[src/rtl/smalldiv_seq_if.sv]
// Dividend/result handshake bundle for smalldiv_seq.
// Valid/ready: a transfer happens on a rising clk edge where valid && ready; the source
// holds valid and its payload stable until that edge, and ready never depends on valid.
interface smalldiv_seq_if #(
  parameter int DIVIDEND_WIDTH = 32,
  parameter int DIVIDER_WIDTH  = 3
);
  logic                      in_valid;
  logic                      in_ready;
  logic [DIVIDEND_WIDTH-1:0] in_dividend;
  logic                      out_valid;
  logic                      out_ready;
  logic [DIVIDEND_WIDTH-1:0] out_quotient;
  logic [DIVIDER_WIDTH-1:0]  out_remainder;

  modport master (
    output in_valid, in_dividend, out_ready,
    input  in_ready, out_valid, out_quotient, out_remainder
  );

  modport slave (
    input  in_valid, in_dividend, out_ready,
    output in_ready, out_valid, out_quotient, out_remainder
  );
endinterface

[src/rtl/smalldiv_seq.sv]
// Iterative unsigned divide by a small constant, one digit per cycle MSB-first,
// using a constant div/mod on {remainder, digit} instead of a multiplier.
module smalldiv_seq #(
  parameter int DIVIDEND_WIDTH = 32,
  parameter int DIGIT_WIDTH    = 3,
  parameter int DIVIDER_VALUE  = 5,
  parameter int DIVIDER_WIDTH  = $clog2(DIVIDER_VALUE)
) (
  input  logic                clk,
  input  logic                srst,
  smalldiv_seq_if.slave       bus,
  output logic [1:0]          dbg_state
);

  localparam int NDIGITS = (DIVIDEND_WIDTH + DIGIT_WIDTH - 1) / DIGIT_WIDTH;
  localparam int PADW    = NDIGITS * DIGIT_WIDTH;
  localparam int IDXW    = DIVIDER_WIDTH + DIGIT_WIDTH;
  localparam int CNTW    = (NDIGITS > 1) ? $clog2(NDIGITS) : 1;

  localparam logic [IDXW-1:0] DIV_C    = IDXW'(DIVIDER_VALUE);
  localparam logic [CNTW-1:0] CNT_LAST = CNTW'(NDIGITS - 1);

  if (DIVIDER_VALUE < 2) begin : g_bad_divider
    $error("smalldiv_seq: DIVIDER_VALUE must be >= 2");
  end
  if (DIVIDER_WIDTH > DIGIT_WIDTH) begin : g_bad_digit
    $error("smalldiv_seq: DIVIDER_WIDTH must not exceed DIGIT_WIDTH");
  end

  typedef enum logic [1:0] {
    IDLE = 2'd0,
    BUSY = 2'd1,
    DONE = 2'd2
  } state_t;

  state_t                   state_q, state_d;
  logic [PADW-1:0]          sh_q;
  logic [PADW-1:0]          qsr_q;
  logic [DIVIDER_WIDTH-1:0] rem_q;
  logic [CNTW-1:0]          cnt_q;

  logic [IDXW-1:0]          idx;
  logic [DIGIT_WIDTH-1:0]   q_digit;
  logic [DIVIDER_WIDTH-1:0] rem_next;
  logic [PADW-1:0]          qsr_next;

  // idx < DIVIDER_VALUE * 2^DIGIT_WIDTH, so the digit quotient fits in DIGIT_WIDTH bits.
  always_comb begin
    idx      = {rem_q, sh_q[PADW-1 -: DIGIT_WIDTH]};
    q_digit  = DIGIT_WIDTH'(idx / DIV_C);
    rem_next = DIVIDER_WIDTH'(idx % DIV_C);
    qsr_next = PADW'({qsr_q, q_digit});
  end

  always_comb begin
    state_d      = state_q;
    bus.in_ready  = 1'b0;
    bus.out_valid = 1'b0;
    case (state_q)
      IDLE: begin
        bus.in_ready = 1'b1;
        if (bus.in_valid) state_d = BUSY;
      end
      BUSY: begin
        if (cnt_q == '0) state_d = DONE;
      end
      DONE: begin
        bus.out_valid = 1'b1;
        if (bus.out_ready) state_d = IDLE;
      end
      default: state_d = IDLE;
    endcase
  end

  always_ff @(posedge clk) begin
    if (srst) begin
      state_q           <= IDLE;
      sh_q              <= '0;
      qsr_q             <= '0;
      rem_q             <= '0;
      cnt_q             <= '0;
      bus.out_quotient  <= '0;
      bus.out_remainder <= '0;
    end else begin
      state_q <= state_d;
      case (state_q)
        IDLE: begin
          if (bus.in_valid) begin
            sh_q  <= PADW'(bus.in_dividend);
            qsr_q <= '0;
            rem_q <= '0;
            cnt_q <= CNT_LAST;
          end
        end
        BUSY: begin
          rem_q <= rem_next;
          qsr_q <= qsr_next;
          sh_q  <= sh_q << DIGIT_WIDTH;
          if (cnt_q == '0) begin
            bus.out_quotient  <= qsr_next[DIVIDEND_WIDTH-1:0];
            bus.out_remainder <= rem_next;
          end else begin
            cnt_q <= cnt_q - CNTW'(1);
          end
        end
        default: ;
      endcase
    end
  end

  assign dbg_state = state_q;

endmodule
[src/flat_wrapper.sv]
// flat-port wrapper written by rule: the top's interface ports become plain ports
module smalldiv_seq_flat 
#(
  parameter int DIVIDEND_WIDTH = 32,
  parameter int DIGIT_WIDTH    = 3,
  parameter int DIVIDER_VALUE  = 5,
  parameter int DIVIDER_WIDTH  = $clog2(DIVIDER_VALUE)
)
  (clk, srst, dbg_state, bus_in_valid, bus_in_dividend, bus_out_ready, bus_in_ready, bus_out_valid, bus_out_quotient, bus_out_remainder);
  smalldiv_seq_if #(.DIVIDEND_WIDTH(DIVIDEND_WIDTH), .DIVIDER_WIDTH(DIVIDER_WIDTH)) bus_i ();
  input  logic clk;
  input  logic srst;
  output logic [1:0] dbg_state;
  input wire logic [$bits(bus_i.in_valid)-1:0] bus_in_valid;
  input wire logic [$bits(bus_i.in_dividend)-1:0] bus_in_dividend;
  input wire logic [$bits(bus_i.out_ready)-1:0] bus_out_ready;
  output wire logic [$bits(bus_i.in_ready)-1:0] bus_in_ready;
  output wire logic [$bits(bus_i.out_valid)-1:0] bus_out_valid;
  output wire logic [$bits(bus_i.out_quotient)-1:0] bus_out_quotient;
  output wire logic [$bits(bus_i.out_remainder)-1:0] bus_out_remainder;
  assign bus_i.in_valid = bus_in_valid;
  assign bus_i.in_dividend = bus_in_dividend;
  assign bus_i.out_ready = bus_out_ready;
  assign bus_in_ready = bus_i.in_ready;
  assign bus_out_valid = bus_i.out_valid;
  assign bus_out_quotient = bus_i.out_quotient;
  assign bus_out_remainder = bus_i.out_remainder;
  smalldiv_seq #(.DIVIDEND_WIDTH(DIVIDEND_WIDTH), .DIGIT_WIDTH(DIGIT_WIDTH), .DIVIDER_VALUE(DIVIDER_VALUE), .DIVIDER_WIDTH(DIVIDER_WIDTH)) u_core (.clk(clk), .srst(srst), .bus(bus_i), .dbg_state(dbg_state));
endmodule
[config.mk]
export PLATFORM = sky130hd
export DESIGN_NAME = smalldiv_seq_flat
export DESIGN_NICKNAME = d
export VERILOG_FILES = /design/src/rtl/smalldiv_seq_if.sv /design/src/rtl/smalldiv_seq.sv /design/src/flat_wrapper.sv
export SDC_FILE = /design/constraint.sdc
export NUM_CORES = 1
export LEC_CHECK = 0
export CAP_MARGIN = 20
export CORE_ASPECT_RATIO = 1.1
export CORE_MARGIN = 2
export CORE_UTILIZATION = 40
export DETAILED_ROUTE_END_ITERATION = 12
export GPL_ROUTABILITY_DRIVEN = 1
export PLACE_DENSITY = 0.64
export SKIP_CTS_REPAIR_TIMING = 1
export SLEW_MARGIN = 20
export SYNTH_ARGS = -nofsm -noshare
export SYNTH_HDL_FRONTEND = slang
export SYNTH_SLANG_ARGS = --single-unit
[constraint.sdc]
create_clock -name clk -period 5.22 [get_ports clk]
set_input_delay 1.044 -clock clk [delete_from_list [all_inputs] [get_ports clk]]
set_output_delay 1.044 -clock clk [all_outputs]
set_load 0.03 [all_outputs]
==> impl_metrics.json, run 1 <==
{
  "final_layout_size_suffix_gt1_share_pct": 4.81,
  "status": "finished, final reports clean",
  "synth_fa_ha_area_share_pct": 1.12,
  "fin_worst_skew_ns": 0.00741,
  "arrival_ns": 3.46,
  "coreArea_um2": 10900,
  "first_pass_iters": 5,
  "synth_cell_types": 51,
  "required_ns": 5.42,
  "muxShareOfSynthArea_pct": 0.225,
  "maxUsedRoutingLayer": "met4",
  "tightest_slew_ns": 0.843,
  "yosysSeqAreaShare_pct": 47.6,
  "route.met3.wl_um": 404,
  "die_y_um": 115,
  "synth_area_leader_cell": "dfxtp_1",
  "tns_ns": 0,
  "pre_cts_ws_ns": 1.97,
  "postRouteWirelength_um": 9690,
  "start_util_pct": 40.9,
  "diodes": 0,
  "ant_nets": 0,
  "port_buffers": 74,
  "synth_compound_area_share_pct": 20.8,
  "cts-root-buf": "clkbuf_16",
  "vias": 3930,
  "cp-end-kind": "flip-flop",
  "synthSimpleGateAreaFrac_pct": 24.9,
  "synth_top_family_by_area": "simple AND/OR/NAND/NOR gates",
  "area_delta_synth_final_pct": 25.3,
  "synth.top_cell.area_share_pct": 47.6,
  "cts_buffer_depth": 2,
  "yosysWarnings": 0,
  "rsz0062_at_grt": "false",
  "synthXorXnorAreaFrac_pct": 0.589,
  "drc": 0,
  "hold_viol": 0,
  "synth_edf_count": 0,
  "setup_violations": 0,
  "synth_area_um2": 4460,
  "numCtsBuffers": 9,
  "routed_via_density": 5.24,
  "power.total_mw": 1.99,
  "start_kind": "flip-flop",
  "cts_tree": "done",
  "wl_met2_um": 4560,
  "ir_worst_vdd_v": 0.000235,
  "core.rowCount": 40,
  "ys_ff_latch": 106,
  "yosys-top-cells-area": "dfxtp_1 (48%), nand2_1 (11%), nor2_1 (6.6%)",
  "fin_crit_sh_pct": 62.5,
  "crit_type": "flip-flop to flip-flop",
  "grt-ovfl-total": 0,
  "hold_class": "flip-flop to flip-flop",
  "routedWlPerCell_um": 12.9,
  "synth-async-reset-ratio_pct": 0,
  "grt_pass1_vias": 3619,
  "fillers": 1076,
  "synth_ff_type": "dfxtp_1",
  "htree_levels": 3,
  "path_clk_slew_ns": 0.07,
  "syn-num-nets": 594,
  "gp_congestion": 0.926,
  "cts_sinks": 106,
  "ios": 75,
  "finalNetCount": 638,
  "design.die.area_um2": 12000,
  "cp_max_fo": 15,
  "grt_pass1_wl_um": 16200,
  "fin_ws_ns": 1.96,
  "synth_area_per_cell_um2": 8.05,
  "synth_cells": 554,
  "powerDensity_nw_per_um2": 356,
  "timing.final.crit_period_ns": 3.26,
  "dp_hpwl_um": 6030,
  "drt-initial-drc-count": 200,
  "grt_usage_pct": 16.3,
  "grt_max_degree": 114,
  "die_x_um": 105,
  "clock_latency_ns": 0.35,
  "wl_met1_um": 4630,
  "drv_slew": 0,
  "max_freq_ghz": 0.307,
  "grt_antenna_before_repair": 0,
  "p_leak_nw": 1.95,
  "max_slew_margin_pct": 43.6,
  "maxCapViolCount": 0
}
## state kept, by name, summed over array words and instances (netlist names)
register,cells
u_core.qsr_q,29
u_core.bus.out_quotient,32
u_core.bus.out_remainder,3
u_core.cnt_q,4
u_core.rem_q,3
u_core.dbg_state,2
u_core.sh_q,33
## cell families (layout without fill, tap and decap cells)
group           count (synthesis)  in the layout
flops                         106            106
buf+inv                        53            102
simple gates                  255            255
mux                             1              1
compound gates                132            132
xor+xnor                        3              3
fa+ha+maj                       4              4
## synthesized netlist by cell type, types with 5 or more instances
cell,number
nand2b_1,8
clkbuf_1,35
o21ai_0,7
buf_2,9
nor3_1,9
nor2_1,78
nand2_1,126
inv_1,5
nor2b_1,6
a22oi_1,32
a21oi_1,38
a311oi_1,30
dfxtp_1,106
nand3_1,5
## through the flow
stage | std cells | hold slack [ns] | utilization (%) | area [um^2]
6_report | 750 | 0.453 | 51.2 | 5590
2_1_floorplan | 554 | 0.432 | - | 4460
3_3_place_gp | 734 | 0.443 | 48.1 | 5250
3_5_place_dp | 734 | 0.446 | 48.1 | 5250
5_1_grt | 750 | 0.471 | 51.2 | 5590
4_1_cts | 750 | 0.456 | 51.2 | 5580
## per-layer routing
layer / vias up / track usage [%]
li1: 2012 / -
met4: 0 / 5.42
met3: 8 / 3.87
met5: - / 0
met2: 73 / 27.7
met1: 1837 / 20.6
## placed cells by master (no fill, tap or decap), types with 2 or more instances in the layout
cell type and n:
nor2_1 77, clkinv_4 3, ha_1 4, a22oi_1 32
a211oi_1 4, nor3_1 9, a2111oi_0 2, nor3b_1 3
nand2_1 126, bufinv_16 2, dfxtp_1 106, o221ai_1 2
and2_1 2, nor2b_1 5, xnor2_1 2, nand3_1 5
nand2b_1 8, or3b_1 2, a31oi_1 2, o22ai_1 2
nand3b_1 4, o21ai_0 7, or4_1 3, clkdlybuf4s50_1 73
a311oi_1 30, clkbuf_16 9, and2b_1 2, inv_1 5
buf_4 6, a21oi_1 38, a21o_1 2
## worst max-delay path: stages (launching register included)
cell and delay, ns:
dfxtp_1 0.56, or4bb_1 0.52, o211a_1 0.12, o221ai_1 0.30, inv_1 0.11, ha_1 0.26
and2b_2 0.25, a2111oi_0 0.41, a211o_1 0.31, nand4bb_1 0.17, o211ai_1 0.09
## report_power, final
part	internal, mW	switching [mW]
Combinational	0.140	0.219
Sequential	0.858	0.0421
Clock	0.427	0.305
Total	1.43	0.567
## layout make-up
cell class	instances	area, um^2	area share, %
Sequential cell	106	2120	38.0
Clock buffer	10	229	4.10
Timing Repair Buffer	80	787	14.1
Tap cell	147	184	3.29
Inverter	6	22.5	0.403
Multi-Input combinational cell	395	2140	38.3
Clock inverter	6	103	1.84
## path summary, 6_finish.rpt
| check | startpoint | to | slack (ns) | depth (start not counted) |
|---|---|---|---|---|
| worst min register to register | u_core.qsr_q[27] | u_core.bus.out_quotient[30] | 0.45 | 2 |
| worst min-delay path | u_core.qsr_q[27] | u_core.bus.out_quotient[30] | 0.45 | 2 |
| worst max-delay path | u_core.rem_q[0] | u_core.rem_q[1] | 1.96 | 10 |
| worst max register to register | u_core.rem_q[0] | u_core.rem_q[1] | 1.96 | 10 |
No activity file was read; power rests on OpenSTA's default activity.
==> inputs of run 2 (changes only) <==
PLACE_DENSITY = 0.66   (was 0.64)
clock period = 2.79 ns   (was 5.22 ns; I/O delays follow)
==> run 2 against run 1 <==
Against the previous run: the flow now finishes with violations (setup timing); critical path depth is 1 higher; first-iteration DRC count grew 0.50%; worst hold slack gained 0.0022 ns; power increased by 91%; non-clock buffer count grew 17; final cell count grew 2.5%; flip-flop and latch count did not move; die area unchanged; core utilization rose by 2.2 points; sequential power is 86% higher; clock-buffer cell count is 1 higher; final area grew 4.4%; critical path type unchanged; critical endpoint is now u_core.rem_q[2].
==> impl_metrics.json, run 2 (same netlist as run 1, synthesis figures left out) <==
{
  "fin_ws_ns": -0.00928,
  "tightest_slew_ns": 0.632,
  "tns_ns": -0.00928,
  "p_clk_share_pct": 34.6,
  "fin_util_pct": 53.5,
  "finalNetCount": 657,
  "diodes": 0,
  "area_delta_synth_final_pct": 30.8,
  "grt_max_degree": 61,
  "combPwrFrac_pct": 21.6,
  "path_clk_slew_ns": 0.07,
  "start_util_pct": 40.9,
  "grt_usage_pct": 17.6,
  "postRouteWirelength_um": 10700,
  "cp_max_fo": 6,
  "p_int_mw": 2.69,
  "swShare_pct": 29.5,
  "cts-root-buf": "clkbuf_16",
  "crit_type": "flip-flop to flip-flop",
  "dp_hpwl_um": 6690,
  "routed_via_density": 5.32,
  "clock_latency_ns": 0.35,
  "crit_chain": "or4bb_1 > o211a_1 > o221ai_2 > inv_1 > ha_1 > buf_4 > nor2b_1 > or3_1 > a31oi_1 > o22ai_1 > a211oi_1",
  "min_to": "u_core.bus.out_quotient[5]",
  "hold_viol": 0,
  "numCtsBuffers": 9,
  "timing.final.crit_period_ns": 2.80,
  "grt_pass1_vias": 3887,
  "gp_congestion": 0.836,
  "grt-ovfl-total": 0,
  "grt_antenna_before_repair": 0,
  "multi_input_area_um2": 2250,
  "largest_reg_flops": 33,
  "drt-initial-drc-count": 201,
  "p_sw_mw": 1.13,
  "route.met3.wl_um": 400,
  "maxCapViolCount": 0,
  "die_x_um": 105,
  "htree_levels": 3,
  "core.rowCount": 40,
  "routedWlPerCell_um": 14.0,
  "cts_tree": "done",
  "r2r-end": "u_core.rem_q[2]",
  "p_leak_nw": 2.06,
  "fin_worst_skew_ns": 0.00796,
  "top_regs": "u_core.sh_q (33), u_core.bus.out_quotient (32), u_core.qsr_q (29)",
  "seqCellArea_um2": 2120,
  "final_cell_mix": "nand2_1 (126), dfxtp_1 (104), nor2_1 (77)",
  "max_freq_ghz": 0.357,
  "cts_buffer_depth": 2,
  "required_ns": 3.05,
  "fin_area_um2": 5830,
  "design.die.area_um2": 12000,
  "reg2reg_slack_ns": -0.009,
  "maxUsedRoutingLayer": "met4",
  "die_y_um": 115,
  "r2r_cells": 11,
  "fin_crit_sh_pct": 100,
  "status": "finished, violations left",
  "first_pass_iters": 4,
  "powerDensity_nw_per_um2": 654,
  "grt_pass1_wl_um": 17400,
  "hold_class": "flip-flop to flip-flop",
  "coreArea_um2": 10900,
  "pre_cts_ws_ns": -0.0782,
  "ant_nets": 0,
  "wl_met2_um": 5200,
  "ir_worst_vdd_v": 0.000293,
  "min_path_cells": 2,
  "layout_commonest_cell": "nand2_1",
  "wl_met1_um": 4990,
  "vias": 4094,
  "arrival_ns": 3.06,
  "power_frac_seq_pct": 43.7,
  "cts_sinks": 106,
  "slowest_delay_ns": 0.51,
  "rsz0062_at_grt": "true",
  "start_kind": "flip-flop",
  "port_buffers": 74,
  "cp-end-kind": "flip-flop",
  "cp_slowest_cell": "or4bb_1",
  "final_layout_size_suffix_gt1_share_pct": 9.49,
  "hold_start": "u_core.bus.out_quotient[5]",
  "drc": 0,
  "reg2reg_from": "u_core.sh_q[31]",
  "fillers": 1032,
  "drv_slew": 0,
  "regMostFlops": "u_core.sh_q",
  "place_area_um2": 5400,
  "ios": 75,
  "max_slew_margin_pct": 57.8,
  "violations": "setup timing",
  "fin_hold_ws_ns": 0.455,
  "setup_violations": 1
}
run 2: cell types whose count changed in the layout (fill, tap and decap cells not counted), sizes merged:
cell / change
a31oi: +1
a211o: +1
bufinv: -1
buf: +17
clkinvlp: +1
inv: +2
clkinv: -3
clkbuf: +1
run 2: through the flow:
stage / total power, mW / std cells
after global routing: 4.00 / 769
after floorplan: 2.20 / 554
after detailed placement: 2.46 / 749
after CTS: 3.78 / 765
final: 3.81 / 769
after global placement: 2.44 / 749
run 2: layout make-up:
type / count / share of cell area, %
well taps: 147 / 3.15
flip-flops and latches: 106 / 36.4
clock buffers: 11 / 4.33
inverters: 6 / 0.386
repair buffers: 97 / 16.0
clock inverters: 5 / 1.03
multi-input cells: 397 / 38.6
run 2: per-layer routing:
layer  vias to the layer above  track usage (%)
met4                         0             7.38
li1                       2051                -
met5                         -                0
met1                      1959             21.4
met2                        73             30.2
met3                        11             3.87
run 2: power by group through the flow:
stage               registers (mW)  clock network (mW)  logic, mW
floorplan                     1.71                   0      0.492
CTS                           1.67                1.35      0.764
detailed placement            1.70                   0      0.762
finish                        1.67                1.32      0.825
global route                  1.68                1.41      0.912
global placement              1.70                   0      0.740
run 2: worst max path at each step:
stage                                from  cells after the start                          end  slack, ns
after detailed placement  u_core.rem_q[0]                     10  u_core.bus.out_remainder[0]      -0.08
final                     u_core.sh_q[31]                     11              u_core.rem_q[2]     -0.009
after CTS                 u_core.rem_q[0]                     10  u_core.bus.out_remainder[0]      -0.12
after global placement    u_core.rem_q[0]                     10              u_core.rem_q[0]       0.04
after global routing      u_core.sh_q[31]                     11              u_core.rem_q[2]      -0.14
after floorplan           u_core.rem_q[1]                     11              u_core.rem_q[0]       0.05
run 2: critical path, delay by kind of cell, from the launching register on:
kind            cells  cell delay [ns]
compound gates      5             0.89
fa+ha+maj           1             0.22
buf+inv             2             0.26
flops               1             0.33
simple gates        3             1.03
==> inputs of run 3 (changes only) <==
CTS_BUF_LIST = sky130_fd_sc_hd__clkbuf_16   (was default)
==> run 3 against run 2 <==
Against the previous run: register-to-register slack hardly changed; critical path depth stayed put; worst setup slack worse by 0.00055 ns; the flow still finishes with violations (setup timing); clock-buffer cell count is 2 lower; sequential power hardly changed; wire length is 0.37% lower; worst hold slack hardly changed; largest power group unchanged; via count is 0.49% lower; power is 1.6% lower.
==> impl_metrics.json, run 3 (same netlist as run 1, synthesis figures left out) <==
{
  "grt_pass1_vias": 3869,
  "violations": "setup timing",
  "port_buffers": 74,
  "clock_latency_ns": 0.35,
  "p_leak_nw": 2.05,
  "cp-end-kind": "flip-flop",
  "cp_slowest_cell": "or4bb_1",
  "area_delta_synth_final_pct": 30.4,
  "status": "finished, violations left",
  "hold_viol": 0,
  "cts-root-buf": "clkbuf_16",
  "grt-ovfl-total": 0,
  "finalNonFillerCells": 769,
  "grt_usage_pct": 17.5,
  "cts_tree": "done",
  "path_clk_slew_ns": 0.07,
  "final_layout_size_suffix_gt1_share_pct": 9.16,
  "pre_cts_ws_ns": -0.0782,
  "tightest_slew_ns": 0.615,
  "grt_max_degree": 61,
  "largest_reg_flops": 33,
  "drv_slew": 0,
  "diodes": 0,
  "final_cell_mix": "nand2_1 (126), dfxtp_1 (104), nor2_1 (77)",
  "die_y_um": 115,
  "ant_nets": 0,
  "fin_worst_skew_ns": 0.00609,
  "min_to": "u_core.bus.out_quotient[5]",
  "maxCapViolCount": 0,
  "power.total_mw": 3.75,
  "routedWlPerCell_um": 13.9,
  "regMostFlops": "u_core.sh_q",
  "max_slew_margin_pct": 59.0,
  "top_regs": "u_core.sh_q (33), u_core.bus.out_quotient (32), u_core.qsr_q (29)",
  "grt_antenna_before_repair": 0,
  "fin_crit_sh_pct": 100,
  "reg2reg_from": "u_core.sh_q[31]",
  "rsz0062_at_grt": "true",
  "drc": 0,
  "dp_hpwl_um": 6690,
  "fin_hold_ws_ns": 0.455,
  "arrival_ns": 3.06,
  "fin_area_um2": 5810,
  "slowest_delay_ns": 0.51,
  "drt-initial-drc-count": 201,
  "reg2reg_slack_ns": -0.01,
  "ios": 75,
  "required_ns": 3.05,
  "core.rowCount": 40,
  "design.die.area_um2": 12000,
  "hold_class": "flip-flop to flip-flop",
  "fin_ws_ns": -0.00983,
  "timing.final.crit_period_ns": 2.80,
  "tns_ns": -0.00983,
  "numCtsBuffers": 9,
  "first_pass_iters": 4,
  "htree_levels": 3,
  "vias": 4074,
  "r2r-end": "u_core.rem_q[2]",
  "die_x_um": 105,
  "finalNetCount": 657,
  "r2r_cells": 11,
  "start_kind": "flip-flop",
  "coreArea_um2": 10900,
  "postRouteWirelength_um": 10700,
  "cts_buffer_depth": 2,
  "powerDensity_nw_per_um2": 646,
  "cts_sinks": 106,
  "layout_commonest_cell": "nand2_1",
  "cp_max_fo": 6,
  "start_util_pct": 40.9,
  "fin_util_pct": 53.3,
  "place_area_um2": 5400,
  "multi_input_area_um2": 2250,
  "max_freq_ghz": 0.357,
  "min_path_cells": 2,
  "crit_chain": "or4bb_1 > o211a_1 > o221ai_2 > inv_1 > ha_1 > buf_4 > nor2b_1 > or3_1 > a31oi_1 > o22ai_1 > a211oi_1",
  "crit_type": "flip-flop to flip-flop",
  "hold_start": "u_core.bus.out_quotient[5]",
  "setup_violations": 1,
  "routed_via_density": 5.30,
  "fillers": 1037,
  "dpl.cell_count": 749,
  "grt_pass1_wl_um": 17300,
  "gp_congestion": 0.836,
  "ir_worst_vdd_v": 0.000291,
  "seqCellArea_um2": 2120
}
==> run 3: cell type report <==
type / instances / area share [%]
multi-input combinational: 397 / 38.8
clock inverter: 7 / 1.16
clock buffer: 9 / 3.88
inverter: 6 / 0.388
sequential: 106 / 36.6
timing repair buffer: 97 / 16.1
tap: 147 / 3.16
==> run 3: power breakdown <==
part,total [mW],internal (mW),switching [mW]
sequential,1.67,1.61,0.0608
clock,1.26,0.695,0.565
combinational,0.824,0.332,0.493
==> run 3: critical path, delay by kind of cell, from the launching register on <==
family	cells	cell delay (ns)
AOI/OAI and AO/OA	5	0.90
adders and majority gates	1	0.22
buffers and inverters	2	0.26
DFF	1	0.33
and+or+nand+nor	3	1.03
==> run 3: per-layer routing <==
| metal | GRT usage [%] | up-vias | part of all wire [%] |
|---|---|---|---|
| li1 | - | 2057 | - |
| met3 | 3.87 | 12 | 3.1 |
| met5 | 0 | - | 0 |
| met1 | 21.4 | 1928 | 47 |
| met2 | 30.1 | 77 | 48 |
| met4 | 7.38 | 0 | 1.4 |
==> run 3: how the worst max path moves through the flow <==
stage                     from                          end  slack (ns)
4_1_cts        u_core.rem_q[0]  u_core.bus.out_remainder[0]       -0.12
6_report       u_core.sh_q[31]              u_core.rem_q[2]       -0.01
5_1_grt        u_core.sh_q[31]              u_core.rem_q[2]       -0.14
3_5_place_dp   u_core.rem_q[0]  u_core.bus.out_remainder[0]       -0.08
2_1_floorplan  u_core.rem_q[1]              u_core.rem_q[0]        0.05
3_3_place_gp   u_core.rem_q[0]              u_core.rem_q[0]        0.04
